--- src/rtl/note_pkg.sv ---
// Shared types and note tables for the note mapper (NOTE_DEV_EN adds the NOMINAL table).
package note_pkg;

  localparam int NUM_NOTES = 48;
  localparam int MIDI_BASE = 36;
  localparam int TBL_W     = 17;

  typedef enum logic [1:0] {IDLE, SEARCH, FILTER, PUBLISH} note_state_t;

  // Lower band edge of each note (nominal * 2^(-1/24), rounded); last entry is the top of B5
  localparam logic [TBL_W-1:0] BOUND [0:NUM_NOTES] = '{
    17'd64,  17'd67,  17'd71,  17'd76,  17'd80,  17'd85,  17'd90,  17'd95,
    17'd101, 17'd107, 17'd113, 17'd120, 17'd127, 17'd135, 17'd143, 17'd151,
    17'd160, 17'd170, 17'd180, 17'd190, 17'd202, 17'd214, 17'd226, 17'd240,
    17'd254, 17'd269, 17'd285, 17'd302, 17'd320, 17'd339, 17'd359, 17'd381,
    17'd403, 17'd427, 17'd453, 17'd480, 17'd508, 17'd539, 17'd571, 17'd605,
    17'd640, 17'd679, 17'd719, 17'd762, 17'd807, 17'd855, 17'd906, 17'd960,
    17'd1017
  };

`ifdef NOTE_DEV_EN
  localparam logic [TBL_W-1:0] NOMINAL [0:NUM_NOTES-1] = '{
    17'd65,  17'd69,  17'd73,  17'd78,  17'd82,  17'd87,  17'd92,  17'd98,
    17'd104, 17'd110, 17'd117, 17'd123, 17'd131, 17'd139, 17'd147, 17'd156,
    17'd165, 17'd175, 17'd185, 17'd196, 17'd208, 17'd220, 17'd233, 17'd247,
    17'd262, 17'd277, 17'd294, 17'd311, 17'd330, 17'd349, 17'd370, 17'd392,
    17'd415, 17'd440, 17'd466, 17'd494, 17'd523, 17'd554, 17'd587, 17'd622,
    17'd659, 17'd698, 17'd740, 17'd784, 17'd831, 17'd880, 17'd932, 17'd988
  };
`endif

endpackage

--- src/rtl/note_lut.sv ---
// Combinational ROM: table index -> note band edge (and nominal pitch when NOTE_DEV_EN is defined).
module note_lut #(
  parameter int FREQ_W = 17
) (
  input  logic [5:0]        bound_idx,
  output logic [FREQ_W-1:0] bound
`ifdef NOTE_DEV_EN
  ,
  input  logic [5:0]        nom_idx,
  output logic [FREQ_W-1:0] nominal
`endif
);
  import note_pkg::*;

  always_comb begin
    bound = '1;
    if (bound_idx <= 6'(NUM_NOTES)) bound = FREQ_W'(BOUND[bound_idx]);
  end

`ifdef NOTE_DEV_EN
  always_comb begin
    nominal = '0;
    if (nom_idx < 6'(NUM_NOTES)) nominal = FREQ_W'(NOMINAL[nom_idx]);
  end
`endif

endmodule

--- src/rtl/note_mapper.sv ---
// Maps decoded peak frequencies to the nearest equal-tempered note with a stability filter.
// Optional NOTE_DEV_EN adds the signed dev_hz output (captured frequency minus nominal pitch).
module note_mapper #(
  parameter int FREQ_W     = 17,
  parameter int NUM_NOTES  = 48,
  parameter int MIDI_BASE  = 36,
  parameter int STABLE_CNT = 3
) (
  input  logic              clk,
  input  logic              reset,
  input  logic [FREQ_W-1:0] frequency,
  input  logic              note_dec,
  input  logic              note_ready,
  output logic              note_valid,
  output logic [6:0]        midi,
  output logic [3:0]        pitch_class,
  output logic [2:0]        octave,
  output logic              busy,
  output logic              overrun
`ifdef NOTE_DEV_EN
  ,
  output logic signed [FREQ_W:0] dev_hz
`endif
);
  import note_pkg::*;

  localparam int CNT_W = $clog2(STABLE_CNT + 1);

  function automatic logic [CNT_W-1:0] sat_inc(input logic [CNT_W-1:0] c);
    return (c >= CNT_W'(STABLE_CNT)) ? CNT_W'(STABLE_CNT) : c + 1'b1;
  endfunction

  note_state_t        state;
  logic [FREQ_W-1:0]  freq_p0;
  logic [5:0]         idx;
  logic [3:0]         pc;
  logic [2:0]         oct;
  logic               oor;
  logic [CNT_W-1:0]   count;
  logic               prev_vld;
  logic [5:0]         prev_idx;
  logic               pub_vld;
  logic [5:0]         pub_idx;
  logic [FREQ_W-1:0]  bound;
  logic [CNT_W-1:0]   next_count;
  logic               publish;

`ifdef NOTE_DEV_EN
  logic [FREQ_W-1:0]  nominal;

  note_lut #(.FREQ_W(FREQ_W)) u_lut (
    .bound_idx (idx + 6'd1),
    .bound     (bound),
    .nom_idx   (idx),
    .nominal   (nominal)
  );
`else
  note_lut #(.FREQ_W(FREQ_W)) u_lut (
    .bound_idx (idx + 6'd1),
    .bound     (bound)
  );
`endif

  always_comb begin
    next_count = CNT_W'(1);
    if (prev_vld && (idx == prev_idx)) next_count = sat_inc(count);
    publish = (next_count == CNT_W'(STABLE_CNT)) && (!pub_vld || (idx != pub_idx));
  end

  // Capture stage: the frequency word is data and carries no reset
  always_ff @(posedge clk) begin
    if (state == IDLE && note_dec) freq_p0 <= frequency;
  end

  always_ff @(posedge clk) begin
    if (!reset) begin
      state       <= IDLE;
      idx         <= '0;
      pc          <= '0;
      oct         <= '0;
      oor         <= 1'b0;
      count       <= '0;
      prev_vld    <= 1'b0;
      prev_idx    <= '0;
      pub_vld     <= 1'b0;
      pub_idx     <= '0;
      note_valid  <= 1'b0;
      midi        <= '0;
      pitch_class <= '0;
      octave      <= '0;
      busy        <= 1'b0;
      overrun     <= 1'b0;
`ifdef NOTE_DEV_EN
      dev_hz      <= '0;
`endif
    end else begin
      overrun <= note_dec && (state != IDLE);
      case (state)
        IDLE: begin
          if (note_dec) begin
            idx  <= '0;
            pc   <= '0;
            oct  <= 3'd2;
            busy <= 1'b1;
            if (frequency < FREQ_W'(BOUND[0]) || frequency >= FREQ_W'(BOUND[NUM_NOTES])) begin
              oor   <= 1'b1;
              state <= FILTER;
            end else begin
              oor   <= 1'b0;
              state <= SEARCH;
            end
          end
        end
        // Search stage: walk the band edges upward, tracking pitch class and octave alongside
        SEARCH: begin
          if (freq_p0 >= bound) begin
            idx <= idx + 6'd1;
            if (pc == 4'd11) begin
              pc  <= '0;
              oct <= oct + 3'd1;
            end else begin
              pc <= pc + 4'd1;
            end
          end else begin
            state <= FILTER;
          end
        end
        // Filter stage: stability count and duplicate suppression
        FILTER: begin
          if (oor) begin
            count    <= '0;
            prev_vld <= 1'b0;
            busy     <= 1'b0;
            state    <= IDLE;
          end else begin
            count    <= next_count;
            prev_vld <= 1'b1;
            prev_idx <= idx;
            if (publish) begin
              pub_vld     <= 1'b1;
              pub_idx     <= idx;
              note_valid  <= 1'b1;
              midi        <= 7'(MIDI_BASE) + 7'(idx);
              pitch_class <= pc;
              octave      <= oct;
`ifdef NOTE_DEV_EN
              dev_hz      <= $signed({1'b0, freq_p0}) - $signed({1'b0, nominal});
`endif
              state       <= PUBLISH;
            end else begin
              busy  <= 1'b0;
              state <= IDLE;
            end
          end
        end
        PUBLISH: begin
          if (note_ready) begin
            note_valid <= 1'b0;
            busy       <= 1'b0;
            state      <= IDLE;
          end
        end
        default: state <= IDLE;
      endcase
    end
  end

endmodule
--- config.mk ---
export PLATFORM = sky130hd
export DESIGN_NAME = note_mapper
export DESIGN_NICKNAME = d
export VERILOG_FILES = /design/src/rtl/note_pkg.sv /design/src/rtl/note_lut.sv /design/src/rtl/note_mapper.sv
export SDC_FILE = /design/constraint.sdc
export NUM_CORES = 1
export LEC_CHECK = 0
export ABC_AREA = 1
export BUFFER_PORTS_ARGS = -buffer_cell sky130_fd_sc_hd__buf_4
export CORE_UTILIZATION = 54
export DETAILED_ROUTE_END_ITERATION = 8
export PLACE_DENSITY = 0.76
export SETUP_SLACK_MARGIN = 0.2
export SYNTH_ARGS = -nofsm -noshare
export SYNTH_HDL_FRONTEND = slang
export SYNTH_HIERARCHICAL = 1
export SYNTH_SLANG_ARGS = --single-unit
--- constraint.sdc ---
create_clock -name clk -period 3.2 [get_ports clk]
set_clock_uncertainty 0.05 [all_clocks]
set_input_delay 0.64 -clock clk [delete_from_list [all_inputs] [get_ports clk]]
set_output_delay 0.64 -clock clk [all_outputs]
set_load 0.02 [all_outputs]
==> metrics <==
Power Total about 4500 uW; share of layout cells above drive strength 1 between 30% and 40%; internal reg-to-reg setup slack 30 ps; CTS tree built; number of endpoints failing setup at the final stage 0; min cycle time layout about 3200 ps; global-route wire length before repair between 15 and 20 mm; Async SR Flop Fraction 0%; DRC Markers 0; number of rows in the core area 31; number of instances in the synthesized netlist 610; Max transition margin between 50% and 60%; layout-stage area growth over the synthesis result 35.1%; reg-to-reg endpoint idx[1]$_SDFFE_PN0P_; detail-routed via count per cell ~5.5; dominant synthesized flop cell sky130_fd_sc_hd__dfxtp_1; number of nets with antenna violations after detailed routing 0; synthesized area per cell approximately 6.9 sq um; Final GP Congestion around 0.9; largest fanout of any net on the critical path 6; GR Util All Layers 28.6%; vias in the first global route slightly above 4000; endpoint arrival time on the critical path approximately 3400 ps; wire length per cell 15.4 um; Reg clk slew, reported paths ~90 ps; count of max-cap constraint violations 0; startpoint of the worst register-to-register path idx[0]$_SDFFE_PN0P_; endpoint class of the critical path flop; area used by multi-input combinational logic between 2000 and 3000 sq um; detailed-router iteration count before antenna repair 6; Hold WC Path Type reg2reg; Final Cycle Share between 90% and 100%; count of flip-flops with a built-in enable after synthesis 17; Fill cells 530; footprint of the flip-flops and latches approximately 1500 sq um; sequential fraction of the synthesis area approximately 35%; CP Capture Point idx[1]$_SDFFE_PN0P_; slew at the pin closest to its max-slew limit ~700 ps; critical path type reg2reg; area of the placeable core between 7000 and 8000 sq um; H-Tree Level Count 3; DRC violation total after the first TritonRoute iteration ~270; R2R depth 24; number of slew-limit violations in the final report 0; number of antenna cells inserted 0; CTS root buf sky130_fd_sc_hd__clkbuf_8; Final Net Count about 740; pin count of the biggest net entering global routing 33; total overflow reported by the global router 0; TritonCTS sink count 64; fmax about 0.32 GHz; I/O Buffers 37; leakage power figure about 0.0026 uW; die width 90.2 um; final count of hold timing violations 0; Worst-Skew Late Latency 350 ps; placement-stage worst setup slack -122 ps; largest buffer count on any clock path 2; Num CTS Buffers 9; final wirelength 12.2 mm; post-detail-place hpwl between 7 and 8 mm; worst hold slack roughly 410 ps; Startpoint Class flop; DIE AREA between 8000 and 9000 sq um; status finished clean; number of vias after detailed routing ~4300; RSZ-0062 raised after global routing yes; Peak VDD IR around 0.00056 V; initial antenna violation count 0; Critical Path Source idx[0]$_SDFFE_PN0P_; Syn Nets approximately 660; flop and latch count out of synthesis 64; die height 90.2 um; power density over the cells 798 nW/um^2; Starting Density between 50% and 60%; distinct cell type count after synthesis 40; Synthesis Warnings 6; post-layout worst setup margin around 31 ps; setup total negative slack 0 ps; post-synth design cell area between 4000 and 5000 sq um; critical path data required time between 3000 and 4000 ps; top-level I/O count 38
==> cell usage after synthesis, types with 6 or more instances <==
cell	instances	share of area [%]
sky130_fd_sc_hd__nand2_1	148	13
sky130_fd_sc_hd__inv_1	74	6.6
sky130_fd_sc_hd__ha_1	31	9.2
sky130_fd_sc_hd__buf_4	12	2.1
sky130_fd_sc_hd__buf_2	6	0.71
sky130_fd_sc_hd__edfxtp_1	17	12
sky130_fd_sc_hd__nor3_1	8	0.95
sky130_fd_sc_hd__dfxtp_1	47	22
sky130_fd_sc_hd__o21ai_0	36	4.3
sky130_fd_sc_hd__nand4_1	9	1.3
sky130_fd_sc_hd__xor2_1	8	1.7
sky130_fd_sc_hd__nor2_1	93	8.3
sky130_fd_sc_hd__nand3_1	35	4.2
sky130_fd_sc_hd__a21oi_1	34	4.0
==> worst min-delay path by stage <==
stage                                     from               endpoint  slack [ps]  cells after the start
after detailed placement     busy$_SDFFE_PN0P_      busy$_SDFFE_PN0P_         410                      2
after global placement       busy$_SDFFE_PN0P_      busy$_SDFFE_PN0P_         400                      2
after global routing             frequency[14]  freq_p0[14]$_DFFE_PP_         420                      1
final                        busy$_SDFFE_PN0P_      busy$_SDFFE_PN0P_         410                      2
after floorplan           pub_vld$_SDFFE_PN0P_   pub_vld$_SDFFE_PN0P_         380                      2
after CTS                    busy$_SDFFE_PN0P_      busy$_SDFFE_PN0P_         420                      2
==> cell families after synthesis <==
kind of cell	after synthesis	synth area share [%]
AND/OR/NAND/NOR	305	30.5
AO/OA/AOI/OAI	89	11.4
XOR/XNOR	10	2.08
adder cells (fa/ha/maj)	31	9.23
flip-flops	64	34.5
buffers and inverters	111	12.3
==> per-stage QoR <==
stage / cell area, sq um / utilization (%) / instances
after floorplan: 4260 / - / 610
after global placement: 4660 / 63.2 / 745
after detailed placement: 4660 / 63.2 / 745
after CTS: 5260 / 71.4 / 778
after global routing: 5680 / 77.0 / 791
final: 5680 / 77.0 / 791
==> cells in the final DEF, fill, tap and decap left out, drive strengths merged, types with 9 or more instances in the layout <==
cell type / n
buf: 95
nand4: 9
nor2: 93
edfxtp: 17
clkbuf: 9
nor3: 9
a21oi: 34
inv: 83
dfxtp: 47
nand2: 153
ha: 31
o21ai: 42
nand3: 37
==> timing repair <==
| item | 4_1_cts | 5_1_grt |
|---|---|---|
| hold buffers | 0 | 0 |
| endpoints found under the setup margin | 15 | 15 |
| cloned | 0 | 1 |
| gates resized for setup | 59 | 82 |
| pin swaps | 19 | 36 |
| buffers inserted | 17 | 12 |
==> where the power goes <==
part	switching, uW	internal, uW	total (uW)	leakage (uW)
sequential	107	976	1080	0.000547
combinational	1510	1120	2640	0.00193
clock	359	448	808	0.000116
total	1980	2550	4530	0.00259
==> registers in the layout, summed over array words and instances (netlist names), 4 cells and up <==
register / count
pitch_class: 4
pc: 4
midi: 7
prev_idx: 6
idx: 6
pub_idx: 4
freq_p0: 17
==> area by class of cell <==
type | count | area share [%]
multi-input cells | 435 | 48.3
flip-flops and latches | 64 | 25.9
repair buffers | 95 | 13.9
inverters | 82 | 5.82
clock buffers | 9 | 2.18
well taps | 99 | 2.18
clock inverters | 7 | 1.83
==> critical path: stages (launching register included) <==
cell and delay [ps]:
sky130_fd_sc_hd__dfxtp_4 380, sky130_fd_sc_hd__ha_4 170, sky130_fd_sc_hd__or2_4 280, sky130_fd_sc_hd__nand2_8 100, sky130_fd_sc_hd__buf_4 130, sky130_fd_sc_hd__nand2_4 70
sky130_fd_sc_hd__nand2_2 90, sky130_fd_sc_hd__nor2_1 50, sky130_fd_sc_hd__nor2_1 90, sky130_fd_sc_hd__nand3_1 90, sky130_fd_sc_hd__nand2_1 80, sky130_fd_sc_hd__inv_2 50
sky130_fd_sc_hd__ha_4 270, sky130_fd_sc_hd__nand2_1 60, sky130_fd_sc_hd__nor2_1 110, sky130_fd_sc_hd__nand2_1 70, sky130_fd_sc_hd__nor2_1 140, sky130_fd_sc_hd__nand2_1 100
sky130_fd_sc_hd__nand2_2 100, sky130_fd_sc_hd__nor2_4 50, sky130_fd_sc_hd__nand3_4 100, sky130_fd_sc_hd__nand2_4 70, sky130_fd_sc_hd__buf_6 160, sky130_fd_sc_hd__o21ai_2 140
sky130_fd_sc_hd__nor2_1 70
==> routing by layer <==
| metal | vias to the layer above | track usage [%] | wire (um) | share of wire, % |
|---|---|---|---|---|
| met4 | 0 | 11.8 | 438 | 3.6 |
| met1 | 2019 | 33.9 | 4870 | 40 |
| met2 | 173 | 50.6 | 6200 | 51 |
| met3 | 37 | 5.16 | 673 | 5.5 |
| met5 | - | 0 | 0 | 0 |
| li1 | 2104 | - | - | - |
Note: power is estimated with default switching activity, not from simulation.
